File: config.mk
export PLATFORM = sky130hd
export DESIGN_NAME = demux_1x4_reg
export DESIGN_NICKNAME = d
export VERILOG_FILES = /design/src/rtl/demux_1x4_reg_pkg.sv /design/src/rtl/demux_1x4_reg_slot.sv /design/src/rtl/demux_1x4_reg.sv
export SDC_FILE = /design/constraint.sdc
export NUM_CORES = 1
export LEC_CHECK = 0
export CAP_MARGIN = 20
export CORE_ASPECT_RATIO = 1.4
export CORE_MARGIN = 4
export CORE_UTILIZATION = 44
export DETAILED_ROUTE_END_ITERATION = 8
export MAX_ROUTING_LAYER = met4
export PLACE_DENSITY = 0.79
export SETUP_SLACK_MARGIN = 0.1
export SYNTH_ARGS = -nofsm -noshare
export SYNTH_HDL_FRONTEND = slang
export SYNTH_SLANG_ARGS = --single-unit
File: constraint.sdc
create_clock -name clk -period 1.8 [get_ports clk]
set_input_delay 0.27 -clock clk [delete_from_list [all_inputs] [get_ports clk]]
set_output_delay 0.27 -clock clk [all_outputs]
set_load 0.02 [all_outputs]
File: src/rtl/demux_1x4_reg_pkg.sv
// Shared constants and slot state type for the registered 1-to-4 demultiplexer.
// Optional build macro DEMUX_STATS_EN uses CNT_W/CNT_MAX for per-slot delivery counters.
package demux_1x4_reg_pkg;

  localparam int NUM_OUT = 4;
  localparam int SEL_W   = 2;
  localparam int CNT_W   = 8;
  localparam logic [CNT_W-1:0] CNT_MAX = 8'd255;

  typedef enum logic {
    SLOT_EMPTY = 1'b0,
    SLOT_FULL  = 1'b1
  } slot_state_e;

endpackage

File: src/rtl/demux_1x4_reg_slot.sv
// One output slot: a holding register with its valid bit and load/drain handling.
// With DEMUX_STATS_EN defined it also counts delivered beats, saturating at CNT_MAX.
//
// state      | meaning
// SLOT_EMPTY | nothing held, y keeps the last delivered value
// SLOT_FULL  | y holds a beat waiting for the consumer
module demux_1x4_reg_slot
  import demux_1x4_reg_pkg::*;
#(
  parameter int WIDTH = 8
) (
  input  logic             clk,
  input  logic             rst,
  input  logic             load,
  input  logic [WIDTH-1:0] d,
  input  logic             ready,
`ifdef DEMUX_STATS_EN
  output logic [CNT_W-1:0] cnt,
`endif
  output logic [WIDTH-1:0] y,
  output logic             valid
);

  slot_state_e state;

  // A load wins over a drain so a slot sustains one beat per cycle.
  always_ff @(posedge clk) begin
    if (rst) begin
      state <= SLOT_EMPTY;
      y     <= '0;
    end else if (load) begin
      state <= SLOT_FULL;
      y     <= d;
    end else if (state == SLOT_FULL && ready) begin
      state <= SLOT_EMPTY;
    end
  end

  assign valid = (state == SLOT_FULL);

`ifdef DEMUX_STATS_EN
  always_ff @(posedge clk) begin
    if (rst) begin
      cnt <= '0;
    end else if (valid && ready && cnt != CNT_MAX) begin
      cnt <= cnt + 1'b1;
    end
  end
`endif

endmodule

File: src/rtl/demux_1x4_reg.sv
// Registered 1-to-4 demultiplexer: select decode and input handshake over four slots.
// Build macro DEMUX_STATS_EN adds cnt0..cnt3 delivery counters and stall_any.
module demux_1x4_reg
  import demux_1x4_reg_pkg::*;
#(
  parameter int WIDTH = 8
) (
  input  logic             clk,
  input  logic             rst,
  input  logic [WIDTH-1:0] d,
  input  logic             s0,
  input  logic             s1,
  input  logic             in_valid,
  output logic             in_ready,
  output logic [WIDTH-1:0] y0,
  output logic [WIDTH-1:0] y1,
  output logic [WIDTH-1:0] y2,
  output logic [WIDTH-1:0] y3,
  output logic             v0,
  output logic             v1,
  output logic             v2,
  output logic             v3,
`ifdef DEMUX_STATS_EN
  output logic [CNT_W-1:0] cnt0,
  output logic [CNT_W-1:0] cnt1,
  output logic [CNT_W-1:0] cnt2,
  output logic [CNT_W-1:0] cnt3,
  output logic             stall_any,
`endif
  input  logic             r0,
  input  logic             r1,
  input  logic             r2,
  input  logic             r3
);

  logic [SEL_W-1:0]   sel;
  logic [NUM_OUT-1:0] v;
  logic [NUM_OUT-1:0] r;
  logic [NUM_OUT-1:0] load;
  logic [WIDTH-1:0]   y [NUM_OUT];
`ifdef DEMUX_STATS_EN
  logic [CNT_W-1:0]   cnt [NUM_OUT];
`endif

  assign sel = {s1, s0};
  assign r   = {r3, r2, r1, r0};

  // Only the selected slot gates acceptance; other slots never block.
  assign in_ready = ~rst & (~v[sel] | r[sel]);

  for (genvar gi = 0; gi < NUM_OUT; gi++) begin : g_slot
    assign load[gi] = in_valid & in_ready & (sel == SEL_W'(gi));

    demux_1x4_reg_slot #(.WIDTH(WIDTH)) u_slot (
      .clk   (clk),
      .rst   (rst),
      .load  (load[gi]),
      .d     (d),
      .ready (r[gi]),
`ifdef DEMUX_STATS_EN
      .cnt   (cnt[gi]),
`endif
      .y     (y[gi]),
      .valid (v[gi])
    );
  end

  assign y0 = y[0];
  assign y1 = y[1];
  assign y2 = y[2];
  assign y3 = y[3];
  assign v0 = v[0];
  assign v1 = v[1];
  assign v2 = v[2];
  assign v3 = v[3];

`ifdef DEMUX_STATS_EN
  assign cnt0      = cnt[0];
  assign cnt1      = cnt[1];
  assign cnt2      = cnt[2];
  assign cnt3      = cnt[3];
  assign stall_any = |(v & ~r);
`endif

endmodule
== Yosys cells after proc, flatten, opt, wreduce, memory -nomap -nowiden ==
Cells that the tools add are included.

* Bitwise operators: 9
* Equality and inequality tests: 3
* Multiplexer cells: 12
* Reduce and logical (&&, ||, !) cells: 9
* $lt $le $gt $ge: 1

{| class="wikitable"
|+ Operator list
! kind !! number
|-
| 1-bit 2-to-1 mux || 10
|-
| 2-bit nonzero test || 4
|-
| 1-bit bitwise AND || 6
|-
| 1-bit binary-select mux with 2-bit select || 2
|-
| 2-bit == test, second input constant || 2
|-
| 1-bit logical AND || 4
|-
| 2-bit by 3-bit less-than comparator with 1-bit output, second input constant || 1
|-
| 2-bit by 1-bit == test with 1-bit output, second input constant || 1
|-
| 2-bit logical NOT || 1
|-
| 1-bit NOT || 2
|-
| 1-bit OR || 1
|}

* Logic and storage cells: 42
* Output and inout port bits: 37
* Register bits after elaboration: 36
* Input bits: 17

== Depth between registers and ports, before layout ==
Gate-level depths: netlist of run 1.

* Depth in word-level cells: 8
* Mapped depth: 6
* Gate-level depth less buffers: 3

== Hierarchy ==
Synthesis of run 1 repeated with hierarchy kept, for this count alone.

* Cells, all modules: 138
* Area, all modules: 1398.8 um^2

{| class="wikitable"
|+ Modules (own cells, without submodules)
! module !! sequential area each (um^2) !! area an instance (um^2) !! instances !! cells each
|-
| demux_1x4_reg_slot || 180.2 || 321.6 || 4 || 30
|-
| demux_1x4_reg || 0.0 || 112.6 || 1 || 18
|}

== Worst setup path after synthesis of run 1 ==
OpenSTA, ideal clock, no wires.

* Path type: register to output
* Start point: register g_slot[3].u_slot.state
* End point: output port in_ready
* Path buffers: 1
* Stages on the path, launching flop included: 5
* Data arrival time: 1.451 ns
* Slack: 0.079 ns
* Required time: 1.530 ns
* Cell sequence: dfxtp_1 nor2b_1 clkbuf_1 mux4_2 nor2_1

* Word-level cells in the longest chain between the ends: 5

{| class="wikitable"
|+ Ends and longest elaborated chain
! what !! RTL line !! RTL
|-
| from (decl) || demux_1x4_reg_slot.sv:24 || <nowiki>slot_state_e state;</nowiki>
|-
| from (signal assigned) || demux_1x4_reg_slot.sv:29 || <nowiki>state <= SLOT_EMPTY;</nowiki>
|-
| from (signal assigned) || demux_1x4_reg_slot.sv:32 || <nowiki>state <= SLOT_FULL;</nowiki>
|-
| from (signal assigned) || demux_1x4_reg_slot.sv:35 || <nowiki>state <= SLOT_EMPTY;</nowiki>
|-
| 1-bit binary-select mux with 2-bit select || demux_1x4_reg.sv:49 || <nowiki>assign in_ready = ~rst & (~v[sel] | r[sel]);</nowiki>
|-
| 1-bit 2-to-1 mux (not written as such) || demux_1x4_reg.sv:49 ||
|-
| 1-bit NOT || demux_1x4_reg.sv:49 ||
|-
| 1-bit OR || demux_1x4_reg.sv:49 ||
|-
| 1-bit bitwise AND || demux_1x4_reg.sv:49 ||
|-
| to (decl) || demux_1x4_reg.sv:14 || <nowiki>output logic in_ready,</nowiki>
|}

Every way passes these cells. The select of a mux whose other input is x is not followed.

== Worst setup path after layout of run 1 ==
Same ends and word-level chain as after synthesis.

==> results of run 1 <==
==> layout by cell type (no fill, tap or decap), types with 2 or more instances in the layout <==
master,n
dfxtp_2,3
o31ai_1,15
clkbuf_1,2
a21oi_1,20
dfxtp_1,33
o21ai_1,8
nand2b_1,2
nor2b_4,4
o21ai_0,8
o311ai_2,3
clkdlybuf4s50_1,47
inv_1,9
o311ai_0,8
dlygate4sd2_1,5
clkbuf_8,6
buf_4,23
nand4_1,16
o311ai_1,5
nor2_1,4
==> through the flow <==
stage | instance area (sq um) | TNS (ps) | total power [W] | cells
2_1_floorplan | 1520 | 0 | 0.0009540 | 169
3_3_place_gp | 2168 | -2633 | 0.001078 | 262
3_5_place_dp | 2168 | -3369 | 0.001085 | 262
4_1_cts | 2310 | 0 | 0.001666 | 272
5_1_grt | 2342 | 0 | 0.001740 | 272
6_report | 2342 | 0 | 0.001673 | 272
==> power breakdown <==
part           switching (W)  total (W)  internal, W
registers          0.0000128   0.000832     0.000819
logic               0.000138   0.000251     0.000113
clock network       0.000278   0.000590     0.000312
total               0.000429    0.00167      0.00124
==> flip-flops by register name (all words and copies together), names as in the netlist <==
| register | cells |
|---|---|
| g_slot.u_slot.y | 32 |
| g_slot.u_slot.valid | 4 |
==> kinds of logic (layout without fill, tap and decap cells) <==
| kind of cell | Yosys count | count (layout) | share of synthesized area, % |
|---|---|---|---|
| buf+inv | 31 | 94 | 8.408 |
| simple gates | 33 | 33 | 13.60 |
| compound gates | 68 | 68 | 29.02 |
| flops | 36 | 36 | 47.49 |
| mux | 1 | 1 | 1.484 |
==> final cells by class <==
class / count / area [sq um]
clock buffer: 8 / 90.09
tap: 40 / 50.05
fill: 262 / 1005
sequential: 36 / 724.4
multi-input combinational: 102 / 742.0
inverter: 10 / 37.54
timing repair buffer: 76 / 698.2
==> routing by layer <==
metal  wire length [um]  GRT usage, %  part of all wire (%)
met5                  0             -                     0
met4                 99         9.281                   2.0
met3                332         4.992                   6.7
met2               2752         41.18                    55
met1               1774         27.18                    36
==> what timing repair did <==
action                                  in CTS  in global routing
endpoints found under the setup margin       9                  8
cloned                                       0                  0
pin swaps                                    1                  1
hold buffers                                 0                  0
resized for setup                           27                 10
setup buffers                                2                  0
==> path summary, 6_finish.rpt <==
check | start | endpoint | slack, ps | cells after the start
max | g_slot[3].u_slot.valid | in_ready | 50 | 4
min | g_slot[0].u_slot.y[3] | g_slot[0].u_slot.y[3] | 480 | 2
max reg2reg | g_slot[0].u_slot.valid | g_slot[0].u_slot.y[6] | 410 | 5
min reg2reg | g_slot[0].u_slot.y[3] | g_slot[0].u_slot.y[3] | 480 | 2
==> worst register-to-register path, delay by kind of cell, from the launching register on <==
family          cells  cell delay (ps)
compound gates      1              170
simple gates        2              560
buf+inv             2              290
flops               1              310
==> flow_results.xml, run 1 <==
<?xml version="1.0" encoding="UTF-8"?>
<metrics>
  <group name="routing">
    <metric name="detail_route.drc_violations" unit="">0</metric>
    <metric name="vias" unit="">1646</metric>
    <metric name="initialDrtViolationCount" unit="">83</metric>
    <metric name="avgRoutedWirePerCell" unit="um">18.23</metric>
    <metric name="drt_pass1_iterations" unit="">4</metric>
    <metric name="drt_via_density" unit="">6.051</metric>
    <metric name="totalWireLength" unit="mm">4.959</metric>
    <metric name="route.antenna.remaining_nets" unit="">0</metric>
  </group>
  <group name="synth">
    <metric name="yosys_register_bits" unit="">36</metric>
    <metric name="yosysTopAreaCell" unit="">dfxtp_1</metric>
    <metric name="synth_largest_type_area_fraction" unit="%">47.49</metric>
    <metric name="synth_common_cells" unit="">dfxtp_1 (36), a21oi_1 (20), nand4_1 (16), o311ai_0 (16), o31ai_1 (16)</metric>
    <metric name="synth.most_common_cell" unit="">dfxtp_1</metric>
    <metric name="syn-instance-count" unit="">169</metric>
    <metric name="synth_enable_flop_cells" unit="">0</metric>
    <metric name="mapped_nets" unit="">186</metric>
    <metric name="most_used_dff_post_synth" unit="">dfxtp_1</metric>
    <metric name="syn-mean-instance-area" unit="sq um">8.981</metric>
    <metric name="sequential_area_share_after_synthesis" unit="%">47.49</metric>
    <metric name="synth_warnings" unit="">0</metric>
    <metric name="syn-cell-area" unit="sq mm">0.001518</metric>
    <metric name="synth.lib_cells_used.distinct" unit="">22</metric>
    <metric name="synth-async-reset-ratio" unit="%">0</metric>
    <metric name="synth.top_cells.by_area" unit="">dfxtp_1 (47%), o311ai_0 (9.2%), o31ai_1 (7.9%), a21oi_1 (6.6%), nand4_1 (6.6%)</metric>
  </group>
  <group name="timing">
    <metric name="final.hold.worst_slack" unit="ps">477.8</metric>
    <metric name="timing.max_slew.rel_slack" unit="%">67.72</metric>
    <metric name="max_freq" unit="MHz">572.5</metric>
    <metric name="rsz0062_at_grt" unit="">true</metric>
    <metric name="hold_violations" unit="">0</metric>
    <metric name="worst_slack" unit="ps">53.22</metric>
    <metric name="worst_clock_skew" unit="ps">6.174</metric>
    <metric name="finalMaxSlewViolations" unit="">0</metric>
    <metric name="final.period_utilization" unit="%">97.04</metric>
    <metric name="timing_worst_slew_pin_value" unit="ps">483.7</metric>
    <metric name="setup_violations" unit="">0</metric>
    <metric name="minimum_clock_period_after_layout" unit="ps">1747</metric>
  </group>
  <group name="place">
    <metric name="dpl.hpwl" unit="mm">3.479</metric>
    <metric name="io_buffers" unit="">53</metric>
    <metric name="gp_congestion" unit="">0.8939</metric>
    <metric name="dp_slack" unit="ps">-493.4</metric>
  </group>
  <group name="cts">
    <metric name="worst_skew_pair.late_latency" unit="ps">290</metric>
    <metric name="cts_tree" unit="">built</metric>
    <metric name="root_buffer_cell" unit="">clkbuf_8</metric>
    <metric name="cts_num_sinks" unit="">36</metric>
    <metric name="clk_pin_slew" unit="ps">70</metric>
    <metric name="cts_buffers" unit="">5</metric>
    <metric name="cts-root-to-sink-buffers" unit="">2</metric>
    <metric name="htree_levels" unit="">2</metric>
  </group>
  <group name="critical_path">
    <metric name="timing.critical_path.cells" unit="">nor2b_4 &gt; mux4_2 &gt; nor2_4 &gt; buf_6</metric>
    <metric name="timing.critical_path.from_type" unit="">register</metric>
    <metric name="worst-path-buf-inv" unit="">1</metric>
    <metric name="critical-path-slowest-cell" unit="">mux4_2</metric>
    <metric name="critPathTopFamily" unit="">multiplexers</metric>
    <metric name="cp_data_arrival_time" unit="ps">1480</metric>
    <metric name="cp_data_required_time" unit="ps">1530</metric>
    <metric name="setup.worst_path.end_class" unit="">output port</metric>
    <metric name="criticalPathCategory" unit="">register to output port</metric>
    <metric name="timing.critical_path.fanout_max" unit="">2</metric>
    <metric name="critPathMaxStageDelay" unit="ps">490</metric>
  </group>
  <group name="grt">
    <metric name="grt_antenna_before_repair" unit="">0</metric>
    <metric name="grt_start_max_net_pins" unit="">37</metric>
    <metric name="grt_util_all_layers" unit="%">24.17</metric>
    <metric name="number_of_global_route_vias_before_repair" unit="">1659</metric>
    <metric name="grt_pass1_wl" unit="mm">8.135</metric>
    <metric name="global_route.overflow_total" unit="">0</metric>
  </group>
  <group name="finish">
    <metric name="layout-drive-gt1-share" unit="%">20.26</metric>
    <metric name="layout-area-overhead-vs-synth" unit="%">54.33</metric>
    <metric name="n_antenna_cell" unit="">0</metric>
    <metric name="finish.net_count" unit="">248</metric>
    <metric name="final_core_util" unit="%">69.98</metric>
  </group>
  <group name="floorplanning">
    <metric name="die_h" unit="um">77.49</metric>
    <metric name="core_area" unit="sq mm">0.003347</metric>
    <metric name="die_width" unit="um">57.64</metric>
    <metric name="floorplan.die_area" unit="sq mm">0.004466</metric>
    <metric name="rows" unit="">25</metric>
    <metric name="io-pin-count" unit="">54</metric>
    <metric name="initial_core_util" unit="%">45.35</metric>
  </group>
  <group name="power_and_ir_drop">
    <metric name="power_density" unit="mW/mm^2">714.1</metric>
    <metric name="leakage" unit="nW">0.8361</metric>
    <metric name="peakVddDrop" unit="V">0.0005096</metric>
  </group>
  <group name="min_path">
    <metric name="hold_path_class" unit="">register to register</metric>
  </group>
  <group name="run_status">
    <metric name="status" unit="">finished, final reports clean</metric>
  </group>
  <group name="flow_run">
    <metric name="maxCapViolCount" unit="">0</metric>
  </group>
</metrics>
Note: power is estimated with default switching activity, not from simulation.
==> run 2: changes to the inputs <==
Settings changed: CTS_CLUSTER_SIZE set to 30.
==> results of run 2 <==
Final layout, timing and power as in run 1 (identical DEF).
